<file path="config.mk">
export PLATFORM = sky130hd
export DESIGN_NAME = div_repsub
export DESIGN_NICKNAME = d
export VERILOG_FILES = /design/src/rtl/div_repsub_pkg.sv /design/src/rtl/div_repsub_dp.sv /design/src/rtl/div_repsub.sv
export SDC_FILE = /design/constraint.sdc
export NUM_CORES = 1
export LEC_CHECK = 0
export ABC_AREA = 1
export CORE_ASPECT_RATIO = 0.9
export CORE_MARGIN = 2
export CORE_UTILIZATION = 35
export CTS_CLUSTER_DIAMETER = 150
export DETAILED_ROUTE_END_ITERATION = 10
export HOLD_SLACK_MARGIN = 0.06
export PLACE_DENSITY_LB_ADDON = 0.1
export SLEW_MARGIN = 15
export SYNTH_ARGS = -nofsm -noshare
export SYNTH_HDL_FRONTEND = slang
export SYNTH_SLANG_ARGS = --single-unit
</file>
<file path="constraint.sdc">
create_clock -name clk -period 3.6 [get_ports clk]
set_clock_uncertainty 0.1 [all_clocks]
set_input_delay 0.72 -clock clk [delete_from_list [all_inputs] [get_ports clk]]
set_output_delay 0.72 -clock clk [all_outputs]
set_load 0.01 [all_outputs]
</file>
<file path="src/rtl/div_repsub_pkg.sv">
// Shared types for the repeated-subtraction divider: FSM state encoding and default width.
package div_repsub_pkg;

    localparam int DIV_DEF_WIDTH = 16;

    typedef enum logic [2:0] {
        ST_IDLE  = 3'd0,
        ST_LDA   = 3'd1,
        ST_LDB   = 3'd2,
        ST_CHECK = 3'd3,
        ST_SUB   = 3'd4,
        ST_DONE  = 3'd5
    } div_state_e;

endpackage

</file>
<file path="src/rtl/div_repsub_dp.sv">
// Divider datapath: working remainder, divisor and quotient counter, plus the
// rem >= divisor compare and divisor-zero detect consumed by the controller.
module div_repsub_dp
    import div_repsub_pkg::*;
#(
    parameter int WIDTH = DIV_DEF_WIDTH
) (
    input  logic             clk,
    input  logic             rst_n,
    input  logic             ld_rem,
    input  logic             ld_div,
    input  logic             clr_q,
    input  logic             sub,
    input  logic [WIDTH-1:0] data_in,
    output logic [WIDTH-1:0] quot,
    output logic [WIDTH-1:0] rem,
    output logic             ge,
    output logic             dz
);

    localparam logic [WIDTH-1:0] ONE = {{(WIDTH-1){1'b0}}, 1'b1};

    logic [WIDTH-1:0] r_rem;
    logic [WIDTH-1:0] r_div;
    logic [WIDTH-1:0] r_quot;

    // Working remainder: loaded with the dividend, reduced by the divisor on each subtract.
    always_ff @(posedge clk or negedge rst_n) begin
        if (!rst_n) begin
            r_rem <= '0;
        end else if (ld_rem) begin
            r_rem <= data_in;
        end else if (sub) begin
            r_rem <= r_rem - r_div;
        end else begin
            r_rem <= r_rem;
        end
    end

    // Divisor register.
    always_ff @(posedge clk or negedge rst_n) begin
        if (!rst_n) begin
            r_div <= '0;
        end else if (ld_div) begin
            r_div <= data_in;
        end else begin
            r_div <= r_div;
        end
    end

    // Quotient counter; only incremented alongside a non-underflowing subtract, so it cannot wrap.
    always_ff @(posedge clk or negedge rst_n) begin
        if (!rst_n) begin
            r_quot <= '0;
        end else if (clr_q) begin
            r_quot <= '0;
        end else if (sub) begin
            r_quot <= r_quot + ONE;
        end else begin
            r_quot <= r_quot;
        end
    end

    assign ge   = (r_rem >= r_div);
    assign dz   = (r_div == '0);
    assign quot = r_quot;
    assign rem  = r_rem;

endmodule

</file>
<file path="src/rtl/div_repsub.sv">
// Sequential unsigned divider by repeated subtraction with serial operand load.
// Build macro DIV_REM_OUT_EN: when defined, rem reports the remainder; otherwise rem is tied to 0.
module div_repsub
    import div_repsub_pkg::*;
#(
    parameter int WIDTH = DIV_DEF_WIDTH
) (
    input  logic             clk,
    input  logic             rst_n,
    input  logic             start,
    input  logic [WIDTH-1:0] data_in,
    output logic [WIDTH-1:0] quot,
    output logic [WIDTH-1:0] rem,
    output logic             done,
    output logic             busy,
    output logic             div0
);

    div_state_e       r_state;
    logic             r_done;
    logic             r_busy;
    logic             r_div0;
    logic             w_ld_rem;
    logic             w_ld_div;
    logic             w_clr_q;
    logic             w_sub;
    logic             w_ge;
    logic             w_dz;
    logic [WIDTH-1:0] w_rem;

    div_repsub_dp #(.WIDTH(WIDTH)) u_dp (
        .clk     (clk),
        .rst_n   (rst_n),
        .ld_rem  (w_ld_rem),
        .ld_div  (w_ld_div),
        .clr_q   (w_clr_q),
        .sub     (w_sub),
        .data_in (data_in),
        .quot    (quot),
        .rem     (w_rem),
        .ge      (w_ge),
        .dz      (w_dz)
    );

    // Datapath strobes decoded from the current state.
    always_comb begin
        w_ld_rem = 1'b0;
        w_ld_div = 1'b0;
        w_clr_q  = 1'b0;
        w_sub    = 1'b0;
        case (r_state)
            ST_LDA: begin
                w_ld_rem = 1'b1;
                w_clr_q  = 1'b1;
            end
            ST_LDB:  w_ld_div = 1'b1;
            ST_SUB:  w_sub    = w_ge;
            default: w_sub    = 1'b0;
        endcase
    end

    // Controller; done/busy are registered so they track the state they describe.
    always_ff @(posedge clk or negedge rst_n) begin
        if (!rst_n) begin
            r_state <= ST_IDLE;
            r_done  <= 1'b0;
            r_busy  <= 1'b0;
            r_div0  <= 1'b0;
        end else begin
            case (r_state)
                ST_IDLE: begin
                    if (start) begin
                        r_state <= ST_LDA;
                        r_busy  <= 1'b1;
                    end
                end
                ST_LDA: begin
                    r_div0  <= 1'b0;
                    r_state <= ST_LDB;
                end
                ST_LDB: begin
                    r_state <= ST_CHECK;
                end
                ST_CHECK: begin
                    if (w_dz) begin
                        r_div0  <= 1'b1;
                        r_state <= ST_DONE;
                        r_busy  <= 1'b0;
                        r_done  <= 1'b1;
                    end else begin
                        r_state <= ST_SUB;
                    end
                end
                ST_SUB: begin
                    if (!w_ge) begin
                        r_state <= ST_DONE;
                        r_busy  <= 1'b0;
                        r_done  <= 1'b1;
                    end
                end
                ST_DONE: begin
                    if (start) begin
                        r_state <= ST_LDA;
                        r_busy  <= 1'b1;
                        r_done  <= 1'b0;
                    end
                end
                default: begin
                    r_state <= ST_IDLE;
                    r_busy  <= 1'b0;
                    r_done  <= 1'b0;
                    r_div0  <= 1'b0;
                end
            endcase
        end
    end

    assign done = r_done;
    assign busy = r_busy;
    assign div0 = r_div0;

`ifdef DIV_REM_OUT_EN
    assign rem = w_rem;
`else
    // The working remainder still drives the compare; only the port is silenced.
    logic w_unused_rem;
    assign w_unused_rem = ^w_rem;
    assign rem = '0;
`endif

endmodule

</file>
==> results of run 1 <==
## synthesized netlist by cell type (2+ instances only)
library cell    n
o21ai_0        15
nand2_2         4
o21ai_2         2
and2_1          3
nand4_1         8
ha_1           17
a21o_1          2
inv_2           2
nor2_1         51
nand3_1        73
nand3_2         2
nand2_1       173
nor3_1          4
buf_4          18
buf_2           6
inv_1          71
dfrtp_1        54
buf_6           2
nand2_8         2
xor2_1         14
or2_2           2
nor3_4          2
xnor2_1         2
a21oi_1        25
nor2_2          2
buf_8           2
clkbuf_1        3
## logic make-up (layout without fill, tap and decap cells)
kind of cell,Yosys count,after routing
AND/OR/NAND/NOR,327,327
AO/OA/AOI/OAI,47,47
XOR/XNOR,16,16
buffers and inverters,105,121
other,1,16
flip-flops,54,54
adder cells (fa/ha/maj),18,18
## path summary, 6_finish.rpt
check,startpoint,to,cells past startpoint
min in group asynchronous,rst_n,u_dp.r_div[6],2
setup reg to reg,u_dp.r_div[0],u_dp.rem[0],13
hold / removal,busy,busy,2
setup / recovery,u_dp.r_div[0],u_dp.rem[0],13
hold reg to reg,busy,busy,2
max in group asynchronous,rst_n,u_dp.r_div[15],2
## where the power goes
group	total [mW]	switching [mW]	internal, mW	leakage [nW]
logic	2.32	1.52	0.805	1.63
clock network	0.568	0.224	0.344	0.0829
registers	0.949	0.128	0.821	0.678
## stage by stage
| stage | std cells | power [mW] |
|---|---|---|
| floorplan | 583 | 2.77 |
| global placement | 744 | 3.26 |
| detailed placement | 744 | 3.27 |
| CTS | 751 | 3.87 |
| global route | 751 | 4.27 |
| finish | 751 | 3.84 |
## final cells by class
class / count / share of cell area (%)
clock buffers: 6 / 3.08
repair buffers: 40 / 8.59
flip-flops and latches: 54 / 29.9
well taps: 152 / 4.21
inverters: 74 / 6.26
multi-input cells: 424 / 47.3
clock inverters: 1 / 0.665
## critical path, stage by stage (launching register included)
cell and delay [ns]:
dfrtp_1 0.42, ha_1 0.17, inv_1 0.07, fa_1 0.42, nand3_1 0.10, nand3_2 0.08
nand2_1 0.08, nand3_1 0.07, nand2_1 0.08, nand2_2 0.08, nand2_8 0.24, nand2_8 0.16
nand2_1 0.08, o21ai_0 0.07
## registers in the layout (all words and copies together), names as in the netlist
| register | flops |
|---|---|
| busy | 1 |
| div0 | 1 |
| done | 1 |
| r_state | 3 |
| u_dp.quot | 16 |
| u_dp.r_div | 16 |
| u_dp.rem | 16 |
## routing by layer
layer,vias to the layer above,wire (um)
li1,1832,-
met1,1593,5160
met2,65,4210
met3,6,363
met4,0,95
met5,-,0
==> results.md, run 1 <==
* Setup repair bufs after CTS at 0
* Routed wire per std cell at 13.1 um
* Fraction of layout cells with a size suffix above 1 at 5.01%
* Post-Synth Adder-Cell Area at 5.91%
* Synth area leader: dfrtp_1
* Design area at 4510 um2
* Max-cap violations at 0
* Final setup viols at 0
* Final core area utilization at 41.4%
* DRT Wirelength at 9.82 mm
* Status: completed
* Sequential fraction of the synthesis area at 34.3%
* Register area at 1350 um2
* Cell area after synthesis at 3940 um2
* GR Overflow Total at 0
* Area post-placement at 4350 um2
* ANT nets after route at 0
* Main combinational cell family by area after synthesis: simple AND/OR/NAND/NOR gates
* Total track usage at 17.3%
* Met2 usage at 26.4%
* Post-synth EDFFs at 0
* Area of the multi-input gates at 2130 um2
* GP Congestion at 0.885
* Upper clock frequency limit at 422 MHz
* Clock-pin transition on the worst setup and hold timing paths at 0.07 ns
* Drt drc at 0
* Fillers at 1174
* R2r setup slk at 1.23 ns
* Post-route setup TNS at 0 ns
* Crit path launch type: flip-flop
* Final Worst Setup Slack at 1.23 ns
* Root Buffer: clkbuf_16
* Data arrival time of the critical path at 2.44 ns
* Min-Delay Path Class: reg -> reg
* DIE AREA at 12100 um2
* Area grow syn2layout at 14.6%
* Synth Area in Compound Gates at 6.51%
* CP endpoint kind: flip-flop
* Die width at 116 um
* Vias in the first global route at 3382
* Simple-gate portion of the synthesized area at 36.6%
* Initial DRC count at 140
* CTS tree: yes
* Initial DRT Pass Iterations at 4
* Pwr Density at 851 nW/um2
* Row cnt at 36
* Post-cts sizing count at 0
* IO Count at 54
* Via/cell ratio at 4.66
* Peak supply drop at 0.000504 V
* GR Util met1 at 25.7%
* Post-synth top flop: dfrtp_1
* CTS sink cnt at 54
* Avg Cell Area, Syn at 6.94 um2
* CP Max Fanout at 35
* Asr flop ratio synth at 100%
* Largest net degree at the start of global routing at 55
* CTS Buf Count at 5
* Synthesized instance count at 568
* YS warnings at 0
* Core area at 10900 um2
* Die H at 105 um
* Worst path required time at 3.67 ns
* Synth Area in XOR/XNOR at 3.56%
* Synthesized flop and latch total at 54
* Tcrit/Tclk final at 65.8%
* Nets at 636
* H-tree depth at 2
* Via count at 3496
* Top-area cell type share of the netlist area at 34.3%
* LEAKAGE at 2.39 nW
* Insertion delay to the later sink of the worst-skew pair at 0.29 ns
* # hold bufs at CTS at 0
* CP Class: reg -> reg
* RSZ-0062 raised after global routing: false
* Min Tclk post-route at 2.37 ns
* Commonest non-fill, non-tap cell in the layout: nand2_1
* Max-slew headroom at 48.6%
* First-pass GRT wire length at 16.8 mm
* Maximum clock path buffer count at 2
* Setup WS pre-CTS at 1.23 ns
* Grt met3 use at 2.73%
* Hold Slack at 0.375 ns
* Antenna diode count at 0
* Distinct cell type count after synthesis at 34
* Synth area leaders: dfrtp_1 (34%), nand2_1 (16%), nand3_1 (9.3%)
* Initial Util at 36.1%
* HPWL after detailed placement at 7.08 mm
* Mux contribution to synthesized area at 0%
* Max Slew Vio Count at 0
* Most used routing layer: met2
* Commonest cells after routing, fill and taps aside: nand2_1 (173), nand3_1 (73), inv_1 (71), dfrtp_1 (54), nor2_1 (51)
* Endpoints failing hold at 0
* Port Buffer Count at 37
* Initial antenna violation count at 0
* Worst-Margin Slew at 0.769 ns
(Power assumes the default switching activity.)
==> inputs of run 2 (changes only) <==
==> constraint.sdc (replaced) <==
create_clock -name clk -period 2.15 [get_ports clk]
set_clock_uncertainty 0.1 [all_clocks]
set_input_delay 0.43 -clock clk [delete_from_list [all_inputs] [get_ports clk]]
set_output_delay 0.43 -clock clk [all_outputs]
set_load 0.01 [all_outputs]
==> results.md, run 2 (same netlist as run 1, synthesis figures left out) <==
* Status: completed
* Max Slew Vio Count at 0
* GP Congestion at 0.853
* Initial Util at 36.1%
* Final setup viols at 0
* DRT Wirelength at 10.5 mm
* Hold Slack at 0.374 ns
* Pwr Density at 1450 nW/um2
* Die width at 116 um
* Root Buffer: clkbuf_16
* Min Tclk post-route at 2.11 ns
* Port Buffer Count at 37
* H-tree depth at 2
* DIE AREA at 12100 um2
* Reg2reg start: u_dp.rem[0]
* Insertion delay to the later sink of the worst-skew pair at 0.30 ns
* Post-route setup TNS at 0 ns
* Min-Delay Path Class: reg -> reg
* Commonest cells after routing, fill and taps aside: nand2_1 (160), inv_1 (69), dfrtp_1 (54), nand3_1 (51), nor2_1 (50)
* Vias in the first global route at 3424
* Power consumption at 7.24 mW
* HPWL after detailed placement at 7.67 mm
* CP endpoint kind: flip-flop
* Data arrival time of the critical path at 2.25 ns
* Initial DRT Pass Iterations at 4
* Routed wire per std cell at 13.4 um
* Maximum clock path buffer count at 2
* Crit path launch type: flip-flop
* Launch point of the worst hold path: busy
* IO Count at 54
* Initial DRC count at 181
* CTS sink cnt at 54
* Design area at 5010 um2
* ANT nets after route at 0
* Total track usage at 17.8%
* Area post-placement at 4520 um2
* Max-cap violations at 0
* Largest net degree at the start of global routing at 33
* Via/cell ratio at 4.71
* Via count at 3680
* R2r setup slk at 0.04 ns
* Drt drc at 0
* Worst path required time at 2.29 ns
* Clock-pin transition on the worst setup and hold timing paths at 0.07 ns
* Row cnt at 36
* Max-slew headroom at 64.8%
* Commonest non-fill, non-tap cell in the layout: nand2_1
* RSZ-0062 raised after global routing: true
* Core area at 10900 um2
* Area grow syn2layout at 27.1%
* CP Class: reg -> reg
* Fraction of layout cells with a size suffix above 1 at 16.2%
* CTS tree: yes
* Reg2reg end: u_dp.rem[6]
* CTS Buf Count at 5
* CP Max Fanout at 8
* Worst-Margin Slew at 0.528 ns
* Tcrit/Tclk final at 98.1%
* LEAKAGE at 2.67 nW
* Peak supply drop at 0.000710 V
* Antenna diode count at 0
* WHS Endpoint: busy
* GR Overflow Total at 0
* Initial antenna violation count at 0
* WHS Path Cells at 2
* Cells on worst reg2reg path at 14
* Upper clock frequency limit at 474 MHz
* Die H at 105 um
* Endpoints failing hold at 0
* First-pass GRT wire length at 17.1 mm
* Nets at 666
[run 2: cell types whose count changed in the layout (fill, tap and decap cells not counted), moves of 5 or more]
cell,change
buf_4,+22
nand3_1,-22
nand3_2,+21
nand2_1,-13
nand2_2,+10
nand2_4,+5
o21ai_0,-5
o21ai_1,+5
[run 2: layout make-up]
class	instances	area (um2)
Tap cell	152	190
Inverter	74	290
Multi-Input combinational cell	427	2380
Clock buffer	6	139
Clock inverter	1	30.0
Fill cell	1139	5890
Timing Repair Buffer	67	629
Sequential cell	54	1350
[run 2: worst max path at each step]
| stage | start | endpoint | slack (ns) |
|---|---|---|---|
| after global routing | u_dp.rem[0] | u_dp.rem[7] | -0.1 |
| final | u_dp.rem[0] | u_dp.rem[6] | 0.04 |
| after floorplan | u_dp.rem[0] | u_dp.rem[8] | 0.11 |
| after detailed placement | u_dp.rem[0] | u_dp.rem[15] | -0.04 |
| after global placement | u_dp.rem[0] | u_dp.rem[11] | -0.02 |
| after CTS | u_dp.rem[0] | u_dp.rem[15] | 0.02 |
[run 2: layer usage]
layer	global-route usage [%]	wire length, um	part of all wire [%]	vias up
li1	-	-	-	1896
met1	27.0	5340	51	1705
met2	26.3	4620	44	75
met3	2.96	453	4.3	4
met4	4.25	56	0.53	0
met5	0	0	0	-
[run 2: power by group]
part	total [mW]	switching (mW)	internal, mW	leakage, nW
clock network	0.953	0.377	0.576	0.0829
logic	4.68	2.88	1.80	1.91
registers	1.61	0.236	1.38	0.678
total	7.24	3.49	3.75	2.67
[run 2: stage by stage]
stage	setup slack, ns	std cells	util, %
2_1_floorplan	0.111	583	-
3_3_place_gp	-0.0163	765	41.4
3_5_place_dp	-0.0428	765	41.4
4_1_cts	0.0192	778	43.7
5_1_grt	-0.0957	781	45.9
6_report	0.0405	781	45.9
[run 2: worst max-delay path, stage by stage, from the launching register on]
cell	delay, ns
dfrtp_1	0.37
inv_2	0.07
ha_4	0.12
inv_2	0.04
fa_2	0.37
nand3_2	0.08
nand3_2	0.08
nand2_2	0.09
nand3_2	0.07
nand2_2	0.09
nand2_4	0.10
nand2_8	0.16
buf_12	0.16
nand3_2	0.07
nand3_2	0.08
[run 2: timing repair]
item | CTS | global route
hold buffers | 1 | 0
endpoints found under the setup margin | 33 | 36
buffers inserted | 2 | 3
resized for setup | 8 | 55
cloned | 3 | 0
hold endpoints to repair | 18 | 0
pin swaps | 1 | 20
